==> src/rtl/gear_shift_controller_if.sv <==
// Signal bundle between the driver controls / physics stage and the gear
// shift controller. The controller is the slave; whoever drives the raw
// controls and consumes the gear code is the master.
interface gear_shift_controller_if;
    logic       tick_1ms;
    logic       engine_on;
    logic       btn_up;
    logic       btn_down;
    logic [7:0] speed;
    logic       is_brake_normal;
    logic       is_brake_hard;
    logic [3:0] current_gear;
    logic       shift_busy;
    logic       shift_reject;
    logic [1:0] reject_code;

    modport master (
        output tick_1ms, engine_on, btn_up, btn_down, speed,
               is_brake_normal, is_brake_hard,
        input  current_gear, shift_busy, shift_reject, reject_code
    );

    modport slave (
        input  tick_1ms, engine_on, btn_up, btn_down, speed,
               is_brake_normal, is_brake_hard,
        output current_gear, shift_busy, shift_reject, reject_code
    );
endinterface

==> src/rtl/gear_shift_controller.sv <==
// Gear shift controller: synchronizes and debounces the up/down buttons,
// applies brake/speed interlocks, and engages a new P-R-N-D gear after a
// timed delay. Refused or aborted shifts raise a one-cycle reject pulse.
module gear_shift_controller #(
    parameter int DEBOUNCE_MS    = 20,
    parameter int SHIFT_DELAY_MS = 300
) (
    input  logic                    clk,
    input  logic                    rst,
    gear_shift_controller_if.slave  bus
);

    localparam int DB_W  = $clog2(DEBOUNCE_MS + 1);
    localparam int DLY_W = $clog2(SHIFT_DELAY_MS + 1);

    typedef enum logic [3:0] {
        GEAR_P = 4'd3,
        GEAR_R = 4'd6,
        GEAR_N = 4'd9,
        GEAR_D = 4'd12
    } gear_e;

    typedef enum logic {
        S_IDLE,
        S_ENGAGE
    } state_e;

    localparam logic [1:0] CODE_NO_BRAKE = 2'd1;
    localparam logic [1:0] CODE_SPEED    = 2'd2;
    localparam logic [1:0] CODE_BUSY     = 2'd3;

    // Bit 0 = up button, bit 1 = down button throughout the input path.
    logic [1:0]            sync1_q, sync2_q;
    logic [1:0]            level_q, level_d, level_prev_q;
    logic [1:0][DB_W-1:0]  db_cnt_q, db_cnt_d;
    logic                  up_ev, dn_ev;

    state_e                state_q, state_d;
    gear_e                 target_q, target_d;
    gear_e                 gear_q, gear_d;
    gear_e                 req_target;
    logic                  req_valid;
    logic [DLY_W-1:0]      dly_q, dly_d;
    logic                  busy_q, busy_d;
    logic                  reject_q, reject_d;
    logic [1:0]            code_q, code_d;

    // One step along P-R-N-D; the ends saturate (callers filter them out).
    function automatic gear_e gear_step(input gear_e g, input logic up);
        case (g)
            GEAR_P:  gear_step = up ? GEAR_R : GEAR_P;
            GEAR_R:  gear_step = up ? GEAR_N : GEAR_P;
            GEAR_N:  gear_step = up ? GEAR_D : GEAR_R;
            GEAR_D:  gear_step = up ? GEAR_D : GEAR_N;
            default: gear_step = GEAR_P;
        endcase
    endfunction

    // Debounce: a level flips only after DEBOUNCE_MS consecutive differing strobes.
    always_comb begin
        // NOTE: every always_comb output gets a default first so no path can infer a latch.
        level_d  = level_q;
        db_cnt_d = db_cnt_q;
        for (int i = 0; i < 2; i++) begin
            if (sync2_q[i] == level_q[i]) begin
                db_cnt_d[i] = '0;
            end else if (bus.tick_1ms) begin
                if (db_cnt_q[i] >= DB_W'(DEBOUNCE_MS - 1)) begin
                    level_d[i]  = sync2_q[i];
                    db_cnt_d[i] = '0;
                end else begin
                    db_cnt_d[i] = db_cnt_q[i] + DB_W'(1);
                end
            end
        end
    end

    // Synchronizer, debounced levels and edge-detect history.
    always_ff @(posedge clk or negedge rst) begin
        if (!rst) begin
            sync1_q      <= '0;
            sync2_q      <= '0;
            level_q      <= '0;
            level_prev_q <= '0;
            db_cnt_q     <= '0;
        end else begin
            // NOTE: sequential state uses non-blocking assignments so every flop samples pre-edge values.
            sync1_q      <= {bus.btn_down, bus.btn_up};
            sync2_q      <= sync1_q;
            level_q      <= level_d;
            level_prev_q <= level_q;
            db_cnt_q     <= db_cnt_d;
        end
    end

    assign up_ev = level_q[0] & ~level_prev_q[0];
    assign dn_ev = level_q[1] & ~level_prev_q[1];

    // Shift FSM next state: interlocks, engage countdown, abort and engine-off force.
    always_comb begin
        state_d    = state_q;
        target_d   = target_q;
        dly_d      = dly_q;
        gear_d     = gear_q;
        reject_d   = 1'b0;
        code_d     = code_q;
        req_valid  = 1'b0;
        req_target = gear_q;

        if (up_ev && !dn_ev && gear_q != GEAR_D) begin
            req_valid  = 1'b1;
            req_target = gear_step(gear_q, 1'b1);
        end else if (dn_ev && !up_ev && gear_q != GEAR_P) begin
            req_valid  = 1'b1;
            req_target = gear_step(gear_q, 1'b0);
        end

        if (!bus.engine_on) begin
            state_d = S_IDLE;
            gear_d  = GEAR_P;
        end else begin
            if (up_ev && dn_ev) begin
                reject_d = 1'b1;
                code_d   = CODE_BUSY;
            end
            if (state_q == S_ENGAGE) begin
                if (up_ev ^ dn_ev) begin
                    reject_d = 1'b1;
                    code_d   = CODE_BUSY;
                end
                if ((target_q == GEAR_P || target_q == GEAR_R) && bus.speed != 8'd0) begin
                    state_d  = S_IDLE;
                    reject_d = 1'b1;
                    code_d   = CODE_SPEED;
                end else if (bus.tick_1ms) begin
                    if (dly_q <= DLY_W'(1)) begin
                        dly_d   = '0;
                        gear_d  = target_q;
                        state_d = S_IDLE;
                    end else begin
                        dly_d = dly_q - DLY_W'(1);
                    end
                end
            end else if (req_valid) begin
                if (gear_q == GEAR_P && !(bus.is_brake_normal || bus.is_brake_hard)) begin
                    reject_d = 1'b1;
                    code_d   = CODE_NO_BRAKE;
                end else if ((req_target == GEAR_P || req_target == GEAR_R) && bus.speed != 8'd0) begin
                    reject_d = 1'b1;
                    code_d   = CODE_SPEED;
                end else begin
                    state_d  = S_ENGAGE;
                    target_d = req_target;
                    dly_d    = DLY_W'(SHIFT_DELAY_MS);
                end
            end
        end

        busy_d = (state_d == S_ENGAGE);
    end

    // Shift FSM state and registered outputs.
    always_ff @(posedge clk or negedge rst) begin
        if (!rst) begin
            state_q  <= S_IDLE;
            target_q <= GEAR_P;
            dly_q    <= '0;
            gear_q   <= GEAR_P;
            busy_q   <= 1'b0;
            reject_q <= 1'b0;
            code_q   <= '0;
        end else begin
            state_q  <= state_d;
            target_q <= target_d;
            dly_q    <= dly_d;
            gear_q   <= gear_d;
            busy_q   <= busy_d;
            reject_q <= reject_d;
            code_q   <= code_d;
        end
    end

    assign bus.current_gear = gear_q;
    assign bus.shift_busy   = busy_q;
    assign bus.shift_reject = reject_q;
    assign bus.reject_code  = code_q;

endmodule

==> src/flat_wrapper.sv <==
// flat-port wrapper written by rule: the top's interface ports become plain ports
module gear_shift_controller_flat 
#(
    parameter int DEBOUNCE_MS    = 20,
    parameter int SHIFT_DELAY_MS = 300
)
  (clk, rst, bus_tick_1ms, bus_engine_on, bus_btn_up, bus_btn_down, bus_speed, bus_is_brake_normal, bus_is_brake_hard, bus_current_gear, bus_shift_busy, bus_shift_reject, bus_reject_code);
  gear_shift_controller_if bus_i ();
  input  logic clk;
  input  logic rst;
  input wire logic [$bits(bus_i.tick_1ms)-1:0] bus_tick_1ms;
  input wire logic [$bits(bus_i.engine_on)-1:0] bus_engine_on;
  input wire logic [$bits(bus_i.btn_up)-1:0] bus_btn_up;
  input wire logic [$bits(bus_i.btn_down)-1:0] bus_btn_down;
  input wire logic [$bits(bus_i.speed)-1:0] bus_speed;
  input wire logic [$bits(bus_i.is_brake_normal)-1:0] bus_is_brake_normal;
  input wire logic [$bits(bus_i.is_brake_hard)-1:0] bus_is_brake_hard;
  output wire logic [$bits(bus_i.current_gear)-1:0] bus_current_gear;
  output wire logic [$bits(bus_i.shift_busy)-1:0] bus_shift_busy;
  output wire logic [$bits(bus_i.shift_reject)-1:0] bus_shift_reject;
  output wire logic [$bits(bus_i.reject_code)-1:0] bus_reject_code;
  assign bus_i.tick_1ms = bus_tick_1ms;
  assign bus_i.engine_on = bus_engine_on;
  assign bus_i.btn_up = bus_btn_up;
  assign bus_i.btn_down = bus_btn_down;
  assign bus_i.speed = bus_speed;
  assign bus_i.is_brake_normal = bus_is_brake_normal;
  assign bus_i.is_brake_hard = bus_is_brake_hard;
  assign bus_current_gear = bus_i.current_gear;
  assign bus_shift_busy = bus_i.shift_busy;
  assign bus_shift_reject = bus_i.shift_reject;
  assign bus_reject_code = bus_i.reject_code;
  gear_shift_controller #(.DEBOUNCE_MS(DEBOUNCE_MS), .SHIFT_DELAY_MS(SHIFT_DELAY_MS)) u_core (.clk(clk), .rst(rst), .bus(bus_i));
endmodule
==> config.mk <==
export PLATFORM = sky130hd
export DESIGN_NAME = gear_shift_controller_flat
export DESIGN_NICKNAME = d
export VERILOG_FILES = /design/src/rtl/gear_shift_controller_if.sv /design/src/rtl/gear_shift_controller.sv /design/src/flat_wrapper.sv
export SDC_FILE = /design/constraint.sdc
export NUM_CORES = 1
export LEC_CHECK = 0
export ABC_CLOCK_PERIOD_IN_PS = 5200
export CORE_MARGIN = 4
export CORE_UTILIZATION = 38
export CTS_CLUSTER_DIAMETER = 40
export DETAILED_ROUTE_END_ITERATION = 10
export GPL_TIMING_DRIVEN = 0
export SYNTH_ARGS = -nofsm -noshare
export SYNTH_HDL_FRONTEND = slang
export SYNTH_SLANG_ARGS = --single-unit
==> constraint.sdc <==
create_clock -name clk -period 5.2 [get_ports clk]
set_clock_uncertainty 0.15 [all_clocks]
set_input_delay 1.04 -clock clk [delete_from_list [all_inputs] [get_ports clk]]
set_output_delay 1.04 -clock clk [all_outputs]
set_load 0.05 [all_outputs]
# == Word level (Yosys, flattened, before mapping) ==
# Cells that the tools add are included.
# op_classes
n_addsub,3
n_lt_le_gt_ge,3
n_eq_ne,20
n_mux,47
bitwise,10
reduce_logical,24
# ops
operator,count
9-bit 2-to-1 mux,7
5-bit 2-to-1 mux,6
4-bit 2-to-1 mux,7
1-bit 2-to-1 mux,18
2-bit 2-to-1 mux,7
4-bit by 2-bit equality test with 1-bit output (second input constant),3
4-bit by 3-bit equality test with 1-bit output (second input constant),3
4-bit case mux with 3 select lines,1
5-bit by 1-bit adder with 5-bit output (second input constant),2
5-bit greater-or-equal comparator (second input constant),2
9-bit by 1-bit <= comparator with 1-bit output (second input constant),1
9-bit by 1-bit subtractor with 9-bit output (second input constant),1
4-bit equality test (second input constant),2
1-bit logical AND,8
2-bit by 1-bit inequality test with 1-bit output (second input constant),4
2-bit inequality test (second input constant),4
4-bit case mux with 2 select lines,1
8-bit nonzero test,1
1-bit NOT,7
3-bit AND reduction,2
6-bit AND reduction,1
2-bit nonzero test,3
5-bit AND reduction,1
4-bit by 2-bit inequality test with 1-bit output (second input constant),1
8 further kinds,14
# word_totals
ff_bits,39
in_bits,16
output_inout_bits,8
word_cells,120

# == Logic depth before layout (Yosys ltp) ==
# Gate-level depths: netlist of run 1.
# logic_depth
word_depth,15
depth_mapped,11
mapped_depth_nobuf,9

# == Worst setup path after synthesis of run 1 ==
# Ideal clock, no wire load.
# synth_path
path_type,input -> register
start,in bus_speed[5]
end,reg u_core.dly_q[1]
t_arrival_ps,2533
required_time_ps,4925
slack_ps,2392
path_stages,7
n_path_buf,1
cell_sequence,nor4_1 -> a2111oi_2 -> nor2b_1 -> and2_1 -> buf_2 -> o21a_4 -> mux2_4
# synth_between
elab_chain_len,4
elab_cells_between_ends,6
# synth_rtl
item,line_no,rtl
"start, declared",flat_wrapper.sv:15,input wire logic [$bits(bus_i.speed)-1:0] bus_speed;
8-bit nonzero test (*),"gear_shift_controller.sv:131, gear_shift_controller.sv:148",
1-bit logical AND (on tied branches),"gear_shift_controller.sv:131, gear_shift_controller.sv:148",
2-bit inequality test (no line) or 2-bit by 1-bit inequality test with 1-bit output (tied branches),--,
6-bit AND reduction (no line) (*),--,
"end signal, assigned",gear_shift_controller.sv:175,dly_q <= dly_d;
"end, declared",gear_shift_controller.sv:43,"logic [DLY_W-1:0] dly_q, dly_d;"
# Mark *: on every way between the ends. The rest lies on a longest branch, timed or not.
# A chain may end at the register's enable or synchronous reset.

# == Worst setup path in the final report of run 1 ==
# layout_path
start,in bus_speed[1]
end,reg u_core.dly_q[1]
# The elaborated chain is that of the path after synthesis.

==> results.yml, run 1 <==
run_status:
  outcome: "complete, no violations"
die:
  die_w_microns: 84.8
  fp.dieH_microns: 84.8
  core_sq_um: 5610
  row_count: 27
  initial_core_util_pct: 39.9
  pin_count: 24
  die-area_sq_um: 7190
synthesis:
  synth_edf_count: 0
  ys_seq_area_share_pct: 43.8
  synth-seq-cells: 39
  yosysTopAreaCell: "dfrtp_1"
  syn_area_sq_um: 2240
  synth_flop_cell: "dfrtp_1"
  synth_top_cell_area_share_pct: 39.1
  avgSynthCellArea_sq_um: 9.53
  synth_cell_types: 54
  yosys-top-cells-area: "dfrtp_1 39%, dfstp_2 4.7%, ha_1 4.5%"
  yosys.cell_count.top_type: "dfrtp_1"
  ys_async_sr_fraction_pct: 100
  syn_nets: 259
  syn_inst: 235
  synthTopCellsByCount: "35 x dfrtp_1, 22 x nand2_1, 22 x nor2_1, 19 x o21ai_0, 16 x inv_1"
  ys_warn_count: 0
flow_run:
  cap_violations: 0
sta:
  hold_violations: 0
  whs_ns: 0.209
  fin_crit_sh_pct: 61.8
  final-setup-viol-count: 0
  slew_headroom_pct: 42.9
  layout_min_cycle_time_ns: 3.21
  tns_ns: 0
  tightest_slew_ns: 0.856
  fmaxAchievable_mhz: 311
  fin_ws_ns: 1.99
  rsz0062_at_grt: "no"
  drv_slew: 0
route:
  first_pass_iters: 4
  wl_per_cell_microns: 13.8
  antenna_left: 0
  remaining_drc_errors: 0
  drtIter0Drc: 169
  viasPerCell: 5.37
  wirelength_microns: 4640
  vias: 1809
setup_path:
  r2r-end: "u_core.dly_q[1]$_DFFE_PN0P_"
  reg2reg_slack_ns: 2.41
  r2r_cells: 11
  worstReg2RegStart: "u_core.level_prev_q[0]$_DFF_PN0_"
  arrival_ns: 3.24
  cp-start-kind: "input port"
  path_max_fanout: 9
  critPathRequiredTime_ns: 5.23
  setup.worst_path.end_class: "flop"
  crit_type: "input port to flop"
pwr:
  swShare_pct: 22.8
  comb_power_share_pct: 5.3
  power.density_nw_per_um2: 227
  p_clk_share_pct: 43.2
  p_seq_share_pct: 51.6
  p_sw_mw: 0.138
  vdd_drop_max_mv: 0.178
  intPower_mw: 0.466
  p_leak_nw: 1.20
min_path:
  whs_path_depth: 0
  hold_class: "flop to flop"
  holdPathEnd: "u_core.sync2_q[1]$_DFF_PN0_"
  hold_start: "u_core.sync1_q[1]$_DFF_PN0_"
cells_and_area:
  area_delta_synth_final_pct: 18.8
  drive_gt1_share_pct: 11.7
  fin_nets: 288
  antenna_cells: 0
  final_cell_area_sq_um: 2660
placement:
  placed_cell_area_sq_um: 2540
  portBuffers: 22
  gp_congestion: 0.850
  place_hpwl_microns: 3360
  post-place-ws_ns: 1.67
global_routing:
  track_usage_pct: 13.5
  antenna_found_initial: 0
  grt_start_max_net_pins: 40
  grt_overflow_total: 0
  first_global_vias: 1749
  grt_pass1_wl_microns: 7850
clock_tree:
  cts_root_buf: "clkbuf_8"
  cts_tree: "done"
  clk_pin_slew_ns: 0.08
  h-tree-depth: 2
  cts_resized: 0
  clk_latency_ns: 0.29
  numCtsBuffers: 5
  cts.sinks: 39
  post_cts_buffers: 0
  ctsHoldBuffers: 0
  cts.path.max_buffers: 2
worst max-delay path by stage:
stage	from	endpoint	slack [ns]
after floorplan	bus_speed[5]	u_core.dly_q[1]$_DFFE_PN0P_	2.39
after global routing	bus_speed[1]	u_core.dly_q[1]$_DFFE_PN0P_	1.86
after detailed placement	bus_speed[1]	u_core.dly_q[1]$_DFFE_PN0P_	1.67
final	bus_speed[1]	u_core.dly_q[1]$_DFFE_PN0P_	1.99
after CTS	bus_speed[1]	u_core.dly_q[1]$_DFFE_PN0P_	1.98
after global placement	bus_speed[1]	u_core.dly_q[1]$_DFFE_PN0P_	1.65
metrics by stage:
| step | total power, mW | instances | utilization (%) |
|---|---|---|---|
| floorplan | 0.329 | 235 | - |
| global placement | 0.350 | 329 | 45.5 |
| detailed placement | 0.350 | 329 | 45.4 |
| CTS | 0.614 | 337 | 47.4 |
| global route | 0.630 | 337 | 47.4 |
| finish | 0.604 | 337 | 47.4 |
cell families after synthesis:
group,synth area share [%]
mux,4.92
buf+inv,4.30
fa+ha+maj,4.47
xor+xnor,1.96
simple gates,21.2
compound gates,19.4
flops,43.8
layout by cell type, fill, tap and decap left out, types with 8 or more instances in the layout:
master | synthesis | final
dfrtp_1 | 35 | 35
nor2_1 | 22 | 22
nand2_1 | 22 | 22
clkdlybuf4s50_1 | 0 | 21
o21ai_0 | 19 | 19
inv_1 | 16 | 16
nand3_1 | 12 | 12
ha_1 | 8 | 8
state kept, by name, indices dropped and copies added, names as in the netlist:
register                 count
u_core.db_cnt_q             10
u_core.dly_q                 9
u_core.bus.current_gear      4
u_core.target_q              4
u_core.bus.reject_code       2
u_core.level_prev_q          2
u_core.level_q               2
u_core.sync1_q               2
u_core.sync2_q               2
u_core.bus.shift_reject      1
u_core.state_q               1
cell type report:
type | count | area, sq um
inverters | 16 | 60.1
repair buffers | 22 | 215
fillers | 559 | 2950
clock buffers | 5 | 68.8
plain buffers | 7 | 36.3
multi-input cells | 173 | 1160
flip-flops and latches | 39 | 981
clock inverters | 3 | 46.3
well taps | 72 | 90.1
power by group through the flow:
stage / clock network, mW / logic [mW] / registers [mW]
CTS: 0.269 / 0.0326 / 0.311
global route: 0.281 / 0.0364 / 0.312
global placement: 0 / 0.0324 / 0.317
finish: 0.261 / 0.0318 / 0.312
detailed placement: 0 / 0.0324 / 0.317
floorplan: 0 / 0.0120 / 0.317
critical path: stages:
cell             delay (ns)
clkdlybuf4s50_1        0.40
nor4_1                 0.45
a2111oi_2              0.18
nor2b_1                0.28
and2_1                 0.17
buf_2                  0.21
o21a_4                 0.21
mux2_4                 0.31
routing by layer:
| metal | global-route usage [%] | wire length (microns) |
|---|---|---|
| met1 | 18.1 | 2190 |
| met4 | 5.61 | 91 |
| met2 | 20.9 | 2130 |
| met3 | 3.14 | 232 |
| met5 | 0 | 0 |
Note: power is estimated with default switching activity, not from simulation.
==> inputs of run 2 (changes only) <==
ABC_CLOCK_PERIOD_IN_PS = 3300   (was 5200)
clock period = 3.3 ns   (was 5.2 ns; I/O delays follow)
==> results of run 2 <==
Same layout as run 1 (identical final DEF). Status: complete, no violations.
Main changes from that run: setup slack after placement 1.67 ns -> 0.151 ns; setup slack after layout 1.99 ns -> 0.466 ns; register-to-register setup slack 2.41 ns -> 0.51 ns; total power 0.604 mW -> 0.952 mW; worst IR drop on VDD 0.178 mV -> 0.281 mV
==> inputs of run 3 (changes only) <==
SKIP_LAST_GASP = 1   (was default)
SLEW_MARGIN = 20   (was default)
==> run 3 against run 2 <==
Net effect: total power rose by 0.65%; final cell count rose by 0.30%; combinational power rose by 7.8%; flip-flop and latch count did not move; sequential power barely moved; final area rose by 1.1%; register-to-register slack barely moved; core utilization rose by 0.51 points; largest cell class unchanged.
==> results.yml, run 3 (synthesis results as in run 1) <==
sta:
  tns_ns: 0
  drv_slew: 0
  slew_headroom_pct: 65.7
  tightest_slew_ns: 0.514
  hold_violations: 0
  rsz0062_at_grt: "no"
  fmaxAchievable_mhz: 353
  fin_crit_sh_pct: 85.9
  fin_ws_ns: 0.466
  layout_min_cycle_time_ns: 2.83
  final-setup-viol-count: 0
clock_tree:
  cts_tree: "done"
  ctsHoldBuffers: 0
  cts_resized: 0
  numCtsBuffers: 5
  post_cts_buffers: 0
  cts_root_buf: "clkbuf_8"
  clk_pin_slew_ns: 0.08
  cts.sinks: 39
  clk_latency_ns: 0.29
  cts.path.max_buffers: 2
  h-tree-depth: 2
pwr:
  design_power_total_mw: 0.958
  vdd_drop_max_mv: 0.246
  p_leak_nw: 1.22
  power.density_nw_per_um2: 356
setup_path:
  cp-start-kind: "input port"
  crit_type: "input port to flop"
  setup.worst_path.end_class: "flop"
  path_max_fanout: 9
  arrival_ns: 2.86
  critPathRequiredTime_ns: 3.33
flow_run:
  cap_violations: 0
die:
  die_w_microns: 84.8
  die-area_sq_um: 7190
  fp.dieH_microns: 84.8
  pin_count: 24
  row_count: 27
  core_sq_um: 5610
  initial_core_util_pct: 39.9
route:
  antenna_left: 0
  wl_per_cell_microns: 13.9
  drtIter0Drc: 100
  remaining_drc_errors: 0
  wirelength_microns: 4690
  first_pass_iters: 4
  vias: 1823
  viasPerCell: 5.39
cells_and_area:
  largest_register_ffs: 10
  area_delta_synth_final_pct: 20.1
  stdcell_count: 338
  largest_register: "u_core.db_cnt_q"
  nFillCells: 553
  drive_gt1_share_pct: 12.0
  final_cell_mix: "35 x dfrtp_1, 22 x nor2_1, 22 x nand2_1, 21 x clkdlybuf4s50_1, 19 x o21ai_0"
  final_common_cell: "dfrtp_1"
  antenna_cells: 0
  top_regs: "u_core.db_cnt_q x10, u_core.dly_q x9"
  fin_nets: 289
placement:
  portBuffers: 22
  place_hpwl_microns: 3480
  dp_cells: 330
  gp_congestion: 0.850
  post-place-ws_ns: 0.149
global_routing:
  track_usage_pct: 13.7
  grt_overflow_total: 0
  grt_start_max_net_pins: 24
  grt_pass1_wl_microns: 8020
  first_global_vias: 1751
  antenna_found_initial: 0
run_status:
  outcome: "complete, no violations"
min_path:
  hold_class: "input port to async pin"
run 3: cell types whose count changed in the layout (fill, tap and decap cells not counted), sizes merged:
cell / previous run / this run
buf: 4 / 5
clkinv: 0 / 1
clkinvlp: 1 / 0
run 3: worst paths after layout:
path | from | to | slack (ns) | cells after the start
worst max-delay path | bus_speed[1] | u_core.dly_q[1]$_DFFE_PN0P_ | 0.47 | 8
worst min register to register | u_core.sync1_q[1]$_DFF_PN0_ | u_core.sync2_q[1]$_DFF_PN0_ | 0.21 | 0
min in group clk | u_core.sync1_q[1]$_DFF_PN0_ | u_core.sync2_q[1]$_DFF_PN0_ | 0.21 | 0
worst max register to register | u_core.level_prev_q[0]$_DFF_PN0_ | u_core.dly_q[1]$_DFFE_PN0P_ | 0.51 | 11
worst min-delay path | rst | u_core.dly_q[8]$_DFFE_PN0P_ | 0.15 | 1
max in group asynchronous | rst | u_core.target_q[1]$_DFFE_PN1P_ | 2.30 | 2
run 3: layout make-up:
type	instances	area, sq um	area share (%)
clock inverters	3	47.5	1.77
clock buffers	5	68.8	2.56
inverters	16	60.1	2.23
repair buffers	23	243	9.03
multi-input cells	173	1160	43.2
plain buffers	7	36.3	1.35
flip-flops and latches	39	981	36.5
well taps	72	90.1	3.35
run 3: metal layers:
metal / vias up / track usage [%] / routed length [microns]
met5: - / 0 / 0
met4: 0 / 5.47 / 69
met3: 6 / 3.24 / 247
met2: 46 / 21.1 / 2150
met1: 878 / 18.6 / 2220
li1: 893 / - / -
run 3: stage by stage:
step                utilization [%]  hold slack (ns)  cell area [sq um]
floorplan                         -            0.181               2240
global placement               45.5            0.183               2550
detailed placement             45.9            0.193               2570
CTS                            47.9            0.158               2690
global route                   47.9            0.170               2690
finish                         47.9            0.154               2690
run 3: critical path, stage by stage:
cell,delay (ns)
clkdlybuf4s50_1,0.40
nor4_1,0.45
a2111oi_2,0.18
nor2b_1,0.28
and2_1,0.17
buf_2,0.21
o21a_4,0.20
mux2_4,0.31
run 3: power breakdown:
part	switching, mW	total (mW)	internal, mW
registers	0.00634	0.491	0.485
clock network	0.184	0.413	0.229
logic	0.0282	0.0540	0.0258
total	0.218	0.958	0.740
